<file path="config.mk">
export PLATFORM = sky130hd
export DESIGN_NAME = frame_buf_writer
export DESIGN_NICKNAME = d
export VERILOG_FILES = /design/src/rtl/frame_buf_writer_pkg.sv /design/src/rtl/frame_buf_writer.sv
export SDC_FILE = /design/constraint.sdc
export NUM_CORES = 1
export LEC_CHECK = 0
export ABC_AREA = 1
export BUFFER_PORTS_ARGS = -buffer_cell sky130_fd_sc_hd__buf_4
export CORE_MARGIN = 3
export CORE_UTILIZATION = 40
export CTS_CLUSTER_SIZE = 16
export DETAILED_ROUTE_END_ITERATION = 8
export GPL_ROUTABILITY_DRIVEN = 0
export PLACE_DENSITY = 0.57
export SYNTH_ARGS = -nofsm -noshare
export SYNTH_HDL_FRONTEND = slang
export SYNTH_SLANG_ARGS = --single-unit
</file>
<file path="constraint.sdc">
create_clock -name clk -period 2.9 [get_ports clk]
set_input_delay 0 -clock clk [delete_from_list [all_inputs] [get_ports clk]]
set_output_delay 0 -clock clk [all_outputs]
set_load 0.02 [all_outputs]
</file>
<file path="src/rtl/frame_buf_writer_pkg.sv">
// Shared frame-buffer constants and writer FSM encoding, also imported by the VGA reader.
package frame_buf_writer_pkg;

  localparam int unsigned FB_SHOW_WIDTH  = 320;
  localparam int unsigned FB_SHOW_HEIGHT = 200;
  localparam int unsigned FB_FRAME_N     = FB_SHOW_WIDTH * FB_SHOW_HEIGHT;

  typedef enum logic [1:0] {
    ST_IDLE      = 2'd0,
    ST_WRITE     = 2'd1,
    ST_WAIT_SWAP = 2'd2
  } fb_state_e;

endpackage

</file>
<file path="src/rtl/frame_buf_writer.sv">
// Writes one binary frame into the back bank of a double-buffered frame store and
// hands the bank to the VGA reader once a complete, correctly sized frame is in.
module frame_buf_writer
  import frame_buf_writer_pkg::*;
#(
  parameter int unsigned SHOW_WIDTH  = FB_SHOW_WIDTH,
  parameter int unsigned SHOW_HEIGHT = FB_SHOW_HEIGHT,
  parameter int unsigned ADDR_W      = 16
) (
  input  logic              clk,
  input  logic              rst_n,
  input  logic              din,
  input  logic              din_vld,
  input  logic              din_sop,
  input  logic              din_eop,
  input  logic              rd_end,
  output logic [ADDR_W-1:0] wr_addr,
  output logic              wr_en,
  output logic              wr_data,
  output logic              wr_end,
  output logic              wr_addr_sel,
  output logic              frame_err,
  output logic              frame_drop
);

  localparam int unsigned       FRAME_N  = SHOW_WIDTH * SHOW_HEIGHT;
  localparam logic [ADDR_W-1:0] LAST_IDX = ADDR_W'(FRAME_N - 1);

  fb_state_e         state_q, state_d;
  logic [ADDR_W-1:0] cnt_q, cnt_d;
  logic [ADDR_W-1:0] wr_addr_q, wr_addr_d;
  logic              wr_en_q, wr_en_d;
  logic              wr_data_q, wr_data_d;
  logic              wr_end_q, wr_end_d;
  logic              sel_q, sel_d;
  logic              err_q, err_d;
  logic              drop_q, drop_d;

  // accept/idx: a pixel that takes part in normal frame assembly at index idx
  logic              accept;
  logic [ADDR_W-1:0] idx;

  always_comb begin
    state_d   = state_q;
    cnt_d     = cnt_q;
    wr_addr_d = wr_addr_q;
    wr_en_d   = 1'b0;
    wr_data_d = wr_data_q;
    wr_end_d  = wr_end_q;
    sel_d     = sel_q;
    err_d     = 1'b0;
    drop_d    = 1'b0;
    accept    = 1'b0;
    idx       = cnt_q;

    unique case (state_q)
      ST_IDLE: begin
        if (din_vld && din_sop) begin
          accept = 1'b1;
          idx    = '0;
        end
      end
      ST_WRITE: begin
        if (din_vld) begin
          if (din_sop) begin
            // restart wins over eop: abandon the partial frame, begin again at 0
            wr_en_d   = 1'b1;
            wr_addr_d = '0;
            wr_data_d = din;
            cnt_d     = ADDR_W'(1);
            err_d     = 1'b1;
          end else begin
            accept = 1'b1;
          end
        end
      end
      ST_WAIT_SWAP: begin
        if (din_vld && din_sop) drop_d = 1'b1;
        if (rd_end) begin
          sel_d    = ~sel_q;
          wr_end_d = 1'b0;
          state_d  = ST_IDLE;
        end
      end
      default: state_d = ST_IDLE;
    endcase

    if (accept) begin
      // the last index is only written when it really closes the frame
      if (din_eop || idx != LAST_IDX) begin
        wr_en_d   = 1'b1;
        wr_addr_d = idx;
        wr_data_d = din;
      end
      if (din_eop && idx == LAST_IDX) begin
        wr_end_d = 1'b1;
        state_d  = ST_WAIT_SWAP;
        cnt_d    = '0;
      end else if (din_eop || idx == LAST_IDX) begin
        err_d   = 1'b1;
        state_d = ST_IDLE;
        cnt_d   = '0;
      end else begin
        state_d = ST_WRITE;
        cnt_d   = idx + ADDR_W'(1);
      end
    end
  end

  always_ff @(posedge clk or negedge rst_n) begin
    if (!rst_n) begin
      state_q   <= ST_IDLE;
      cnt_q     <= '0;
      wr_addr_q <= '0;
      wr_en_q   <= 1'b0;
      wr_data_q <= 1'b0;
      wr_end_q  <= 1'b0;
      sel_q     <= 1'b1;
      err_q     <= 1'b0;
      drop_q    <= 1'b0;
    end else begin
      state_q   <= state_d;
      cnt_q     <= cnt_d;
      wr_addr_q <= wr_addr_d;
      wr_en_q   <= wr_en_d;
      wr_data_q <= wr_data_d;
      wr_end_q  <= wr_end_d;
      sel_q     <= sel_d;
      err_q     <= err_d;
      drop_q    <= drop_d;
    end
  end

  assign wr_addr     = wr_addr_q;
  assign wr_en       = wr_en_q;
  assign wr_data     = wr_data_q;
  assign wr_end      = wr_end_q;
  assign wr_addr_sel = sel_q;
  assign frame_err   = err_q;
  assign frame_drop  = drop_q;

endmodule

</file>
Yosys cells after proc, flatten, opt, wreduce, memory -nomap -nowiden:

Index checks and enable logic that the tools add are counted.

* output and inout bits: 22
* register bits: 40
* word-level logic and storage cells: 69

* $add $sub $neg: 1
* mux-type cells: 40
* equal/unequal tests: 6
* bitwise gates (word level): 1
* reductions and logical operators: 12

Operators by type and width (count)
* $mux 16: 13
* $mux 1: 22
* $add 16x1->16 const B: 1
* $eq 16x16->1 const B: 1
* $ne 16x16->1 const B: 1
* $mux 2: 3
* $reduce_bool 2->1: 3
* $pmux 2 s2: 1
* $reduce_and 2->1: 2
* $ne 3x3->1 const B: 1
* $reduce_and 3->1: 1
* $eq 2x1->1 const B: 1
* $eq 2x2->1 const B: 1
* $logic_and 1x1->1: 2
* $logic_not 2->1: 1
* $logic_or 1x1->1: 2
* $ne 2x1->1 const B: 1
* $pmux 1 s2: 1
* $reduce_or 2->1: 1
* $not 1->1: 1

Longest topological paths before layout:

* word-level depth: 8
* gate-level depth with buffers: 17
* depth with buffers taken out: 15

Worst setup path before layout:

Ideal clock, no wire load.

* path kind: register to register
* from: register state_q[1]
* to: register wr_addr_q[5], in the netlist wr_addr[5]
* arrival time: 2.177 ns
* path slack: 0.657 ns
* clock period less this slack: 2.243 ns
* library setup time: 0.066 ns
* stages on the path, launching flop included: 17
* path through: dfrtp_1 -> nor2_1 -> nand2_4 -> buf_4 -> buf_2 -> nand2_1 -> inv_1 -> ha_1 -> nand2_1 -> inv_2 -> nand3_4 -> nor2_8 -> nand4_4 -> nand2_4 -> buf_12 -> nand3_2 -> nand2_1

* cells in the longest elaborated chain, start to end: 6
* elaborated cells between the ends (all ways): 9

RTL lines
* start: declaration: RTL line frame_buf_writer.sv:29 `fb_state_e state_q, state_d;`
* start signal: assignment: RTL line frame_buf_writer.sv:122 `state_q <= state_d;`
* $logic_not 2->1: RTL line frame_buf_writer.sv:56 `unique case (state_q)`
* $mux 16: RTL line frame_buf_writer.sv:56
* $ne 16x16->1: RTL line frame_buf_writer.sv:90 `if (din_eop || idx != LAST_IDX) begin`
* $logic_or 1x1->1: RTL line frame_buf_writer.sv:90
* $mux 16: RTL line frame_buf_writer.sv:90
* $mux 16 *: RTL line frame_buf_writer.sv:88 `if (accept) begin`
* named net wr_addr_d[5]: RTL line frame_buf_writer.sv:31 `logic [ADDR_W-1:0] wr_addr_q, wr_addr_d;`
* end signal: assignment: RTL line frame_buf_writer.sv:124 `wr_addr_q <= wr_addr_d;`
* end: declaration: RTL line frame_buf_writer.sv:31

Mark *: on every way through the listed nets, which the timed path passes. The rest lies on a longest branch.
A chain may end at the register's enable or synchronous reset.

Worst setup path in the final report:

* from: input port din_vld
* to: register wr_addr_q[7], in the netlist wr_addr[7]

* cells in the longest elaborated chain, start to end: 7
* elaborated cells between the ends (all ways): 12

RTL lines
* start: declaration: RTL line frame_buf_writer.sv:13 `input logic din_vld,`
* $logic_and 1x1->1: RTL line frame_buf_writer.sv:58 `if (din_vld && din_sop) begin`
* $mux 16: RTL line frame_buf_writer.sv:58
* $mux 16: RTL line frame_buf_writer.sv:56
* $ne 16x16->1: RTL line frame_buf_writer.sv:90
* $logic_or 1x1->1: RTL line frame_buf_writer.sv:90
* $mux 16: RTL line frame_buf_writer.sv:90
* $mux 16 *: RTL line frame_buf_writer.sv:88
* named net wr_addr_d[7]: RTL line frame_buf_writer.sv:31

Marks and branches as above.

==> flow_summary.json <==
{
  "outcome": "finished clean",
  "synth_area_per_cell_um2": 8.196,
  "cts_resized": 0,
  "numClockSinks": 40,
  "rows": 26,
  "seq_area_um2": 1002,
  "io_pins": 29,
  "grt_pass1_wl_mm": 8.452,
  "syn-num-nets": 275,
  "ys_ff_latch": 40,
  "crit_type": "input pin to flop",
  "portBuffers": 28,
  "first_pass_iters": 4,
  "ys_seq_area_frac": 0.4580,
  "post-route-period-util": 0.8162,
  "hpwl_mm": 3.582,
  "die_y_um": 79.97,
  "synth.area.top_cells": "dfrtp_1, nand2_1, nand3_1",
  "fillers": 519,
  "met2_length_mm": 2.185,
  "synth_cells": 267,
  "antenna_found_initial": 0,
  "multiInputGateArea_um2": 1027,
  "htree_levels": 2,
  "ys_types": 26,
  "vdd_drop_max_uv": 209.4,
  "p_total_mw": 1.425,
  "synth_top_area_cell": "dfrtp_1",
  "via_per_inst": 4.981,
  "via_count": 1853,
  "cp_max_fo": 19,
  "nets": 309,
  "ant_nets": 0,
  "max_cap_violations": 0,
  "hold_viol_final": 0,
  "finalHoldWorstSlack_ns": 0.03224,
  "core_um2": 5205,
  "cts_buffer_depth": 2,
  "cts_buffers": 5,
  "wl_mm": 4.937,
  "yosys_warnings": 0,
  "wl_met3_um": 259,
  "arrival_ns": 2.55,
  "initial_core_util": 0.4204,
  "first_iter_violations": 127,
  "cts_tree": "built",
  "fin_tns_setup_ns": 0,
  "setup_violations": 0,
  "syn_area_um2": 2188,
  "synth_top_cell_area_share": 0.4460,
  "clk_pin_slew_ns": 0.08,
  "die_width_um": 79.97,
  "grt_max_degree": 41,
  "min_period_ns": 2.367,
  "fmax_ghz": 0.4225,
  "die-area_um2": 6394,
  "fin_skew_ns": 0.009379,
  "drive_gt1_frac": 0.2119,
  "end_kind": "flop",
  "topRoutingLayerUsed": "met4",
  "syn2layout_area_growth_pct": 17.84,
  "power_density_nw_per_um2": 552.7,
  "leakagePower_nw": 1.327,
  "clk_latency_ns": 0.30,
  "postCtsSetupRepairBufs": 0,
  "antenna_cells": 0,
  "grt.overflow.total": 0,
  "tightest_slew_ns": 0.8076,
  "clock-root-buffer": "clkbuf_8",
  "drc": 0,
  "cp-start-kind": "input pin",
  "grt_pass1_vias": 1712,
  "track_usage": 0.1704,
  "rsz0062_at_grt": "false",
  "wire_per_inst_um": 13.27,
  "slew_viol_final": 0,
  "slew_headroom": 0.4603,
  "hp-class": "input pin to flop",
  "worstPathRequired_ns": 3.08,
  "met1_length_mm": 2.427
}
==> synth_stat cells <==
cell type	n
nor2_1	19
o21ai_0	5
o21ai_1	8
dfrtp_1	39
xnor2_1	3
nand4_4	1
a21oi_1	1
o22ai_1	2
nor2_2	3
buf_4	3
inv_2	4
nand3_1	26
dfstp_2	1
ha_1	1
nand4_2	1
inv_1	23
nand3_2	12
buf_12	1
nand2_4	2
buf_2	3
nor2_8	1
nor2_4	1
xor2_1	6
nand3_4	1
nand4_1	13
nand2_1	87
==> flip-flops by register name, indices dropped and copies added (netlist names) <==
signal,flops
cnt_q,16
wr_addr,16
state_q,2
frame_drop,1
frame_err,1
wr_addr_sel,1
wr_data,1
wr_en,1
wr_end,1
==> power by group <==
| group | internal (mW) | leakage [nW] | switching, mW |
|---|---|---|---|
| Combinational | 0.119 | 0.732 | 0.272 |
| Sequential | 0.613 | 0.545 | 0.0343 |
| Clock | 0.190 | 0.0510 | 0.196 |
| Total | 0.922 | 1.33 | 0.503 |
==> critical path, stage by stage <==
cell	delay [ns]
dlygate4sd3_1	0.54
buf_4	0.14
nand2_1	0.08
inv_2	0.05
nand2_4	0.05
inv_1	0.09
nor2_1	0.15
ha_1	0.22
nand2_1	0.08
inv_2	0.07
nand3_4	0.11
nor2_8	0.21
nand4_4	0.19
nand2_4	0.27
inv_2	0.13
nand2_1	0.10
nand2_1	0.06
==> kinds of logic (layout without fill, tap and decap cells) <==
family | Yosys count | count (layout) | share of synthesized area
compound gates | 16 | 16 | 0.03773
simple gates | 167 | 167 | 0.3899
buf+inv | 34 | 69 | 0.07261
fa+ha+maj | 1 | 1 | 0.005717
flops | 40 | 40 | 0.4580
xor+xnor | 9 | 9 | 0.03602
==> through the flow <==
stage / area (um2) / instances / util / worst slack [ns]
after floorplan: 2188 / 267 / - / 0.6573
after global placement: 2436 / 359 / 0.4680 / 0.6249
after detailed placement: 2436 / 359 / 0.4680 / 0.5454
after CTS: 2579 / 372 / 0.4954 / 0.5270
after global routing: 2579 / 372 / 0.4954 / 0.3315
final: 2579 / 372 / 0.4954 / 0.5331
==> cells in the final DEF, fill, tap and decap left out <==
cell / count
dlygate4sd3_1: 5
inv_2: 4
nor2_2: 3
ha_1: 1
xor2_1: 6
dfrtp_1: 39
nor2_8: 1
xnor2_1: 3
o22ai_1: 2
dfstp_2: 1
nand3_2: 12
nand4_4: 1
nand2_1: 87
clkinv_2: 2
o21ai_1: 8
nand4_1: 13
buf_4: 29
clkbuf_8: 6
nor2_1: 19
inv_1: 23
nand4_2: 1
nand3_1: 26
nand2_4: 2
nor2_4: 1
nand3_4: 1
o21ai_0: 5
a21oi_1: 1
==> cell type report <==
class / count / share of cell area
inverter: 27 / 0.03930
tap: 70 / 0.03396
clock buffer: 6 / 0.03202
timing repair buffer: 34 / 0.1038
clock inverter: 2 / 0.003882
multi-input combinational: 193 / 0.3984
sequential: 40 / 0.3886
==> layer usage <==
layer / track usage / vias up
met5: 0 / -
met4: 0.05068 / 0
met3: 0.03386 / 6
met2: 0.2558 / 43
met1: 0.2466 / 870
li1: - / 934
==> final timing paths <==
kind                            depth (start not counted)                   start                 endpoint  slack [ns]
worst max-delay path                                   17                 din_vld     wr_addr[7]$_DFF_PN0_        0.53
min in group asynchronous                               2                   rst_n     cnt_q[2]$_DFFE_PN0P_        0.22
max in group asynchronous                               2                   rst_n  wr_addr_sel$_DFFE_PN1P_        2.31
worst max register to register                         14  state_q[1]$_DFFE_PN0P_     wr_addr[7]$_DFF_PN0_        0.55
worst min-delay path                                    4                 din_sop    wr_addr[15]$_DFF_PN0_        0.03
worst min register to register                          2        wr_end$_DFF_PN0_         wr_end$_DFF_PN0_        0.49
==> what timing repair did <==
item,in CTS,in global routing
hold buffers,5,0
endpoints found under the setup margin,0,0
hold endpoints to repair,42,0
Note: power is estimated with default switching activity, not from simulation.
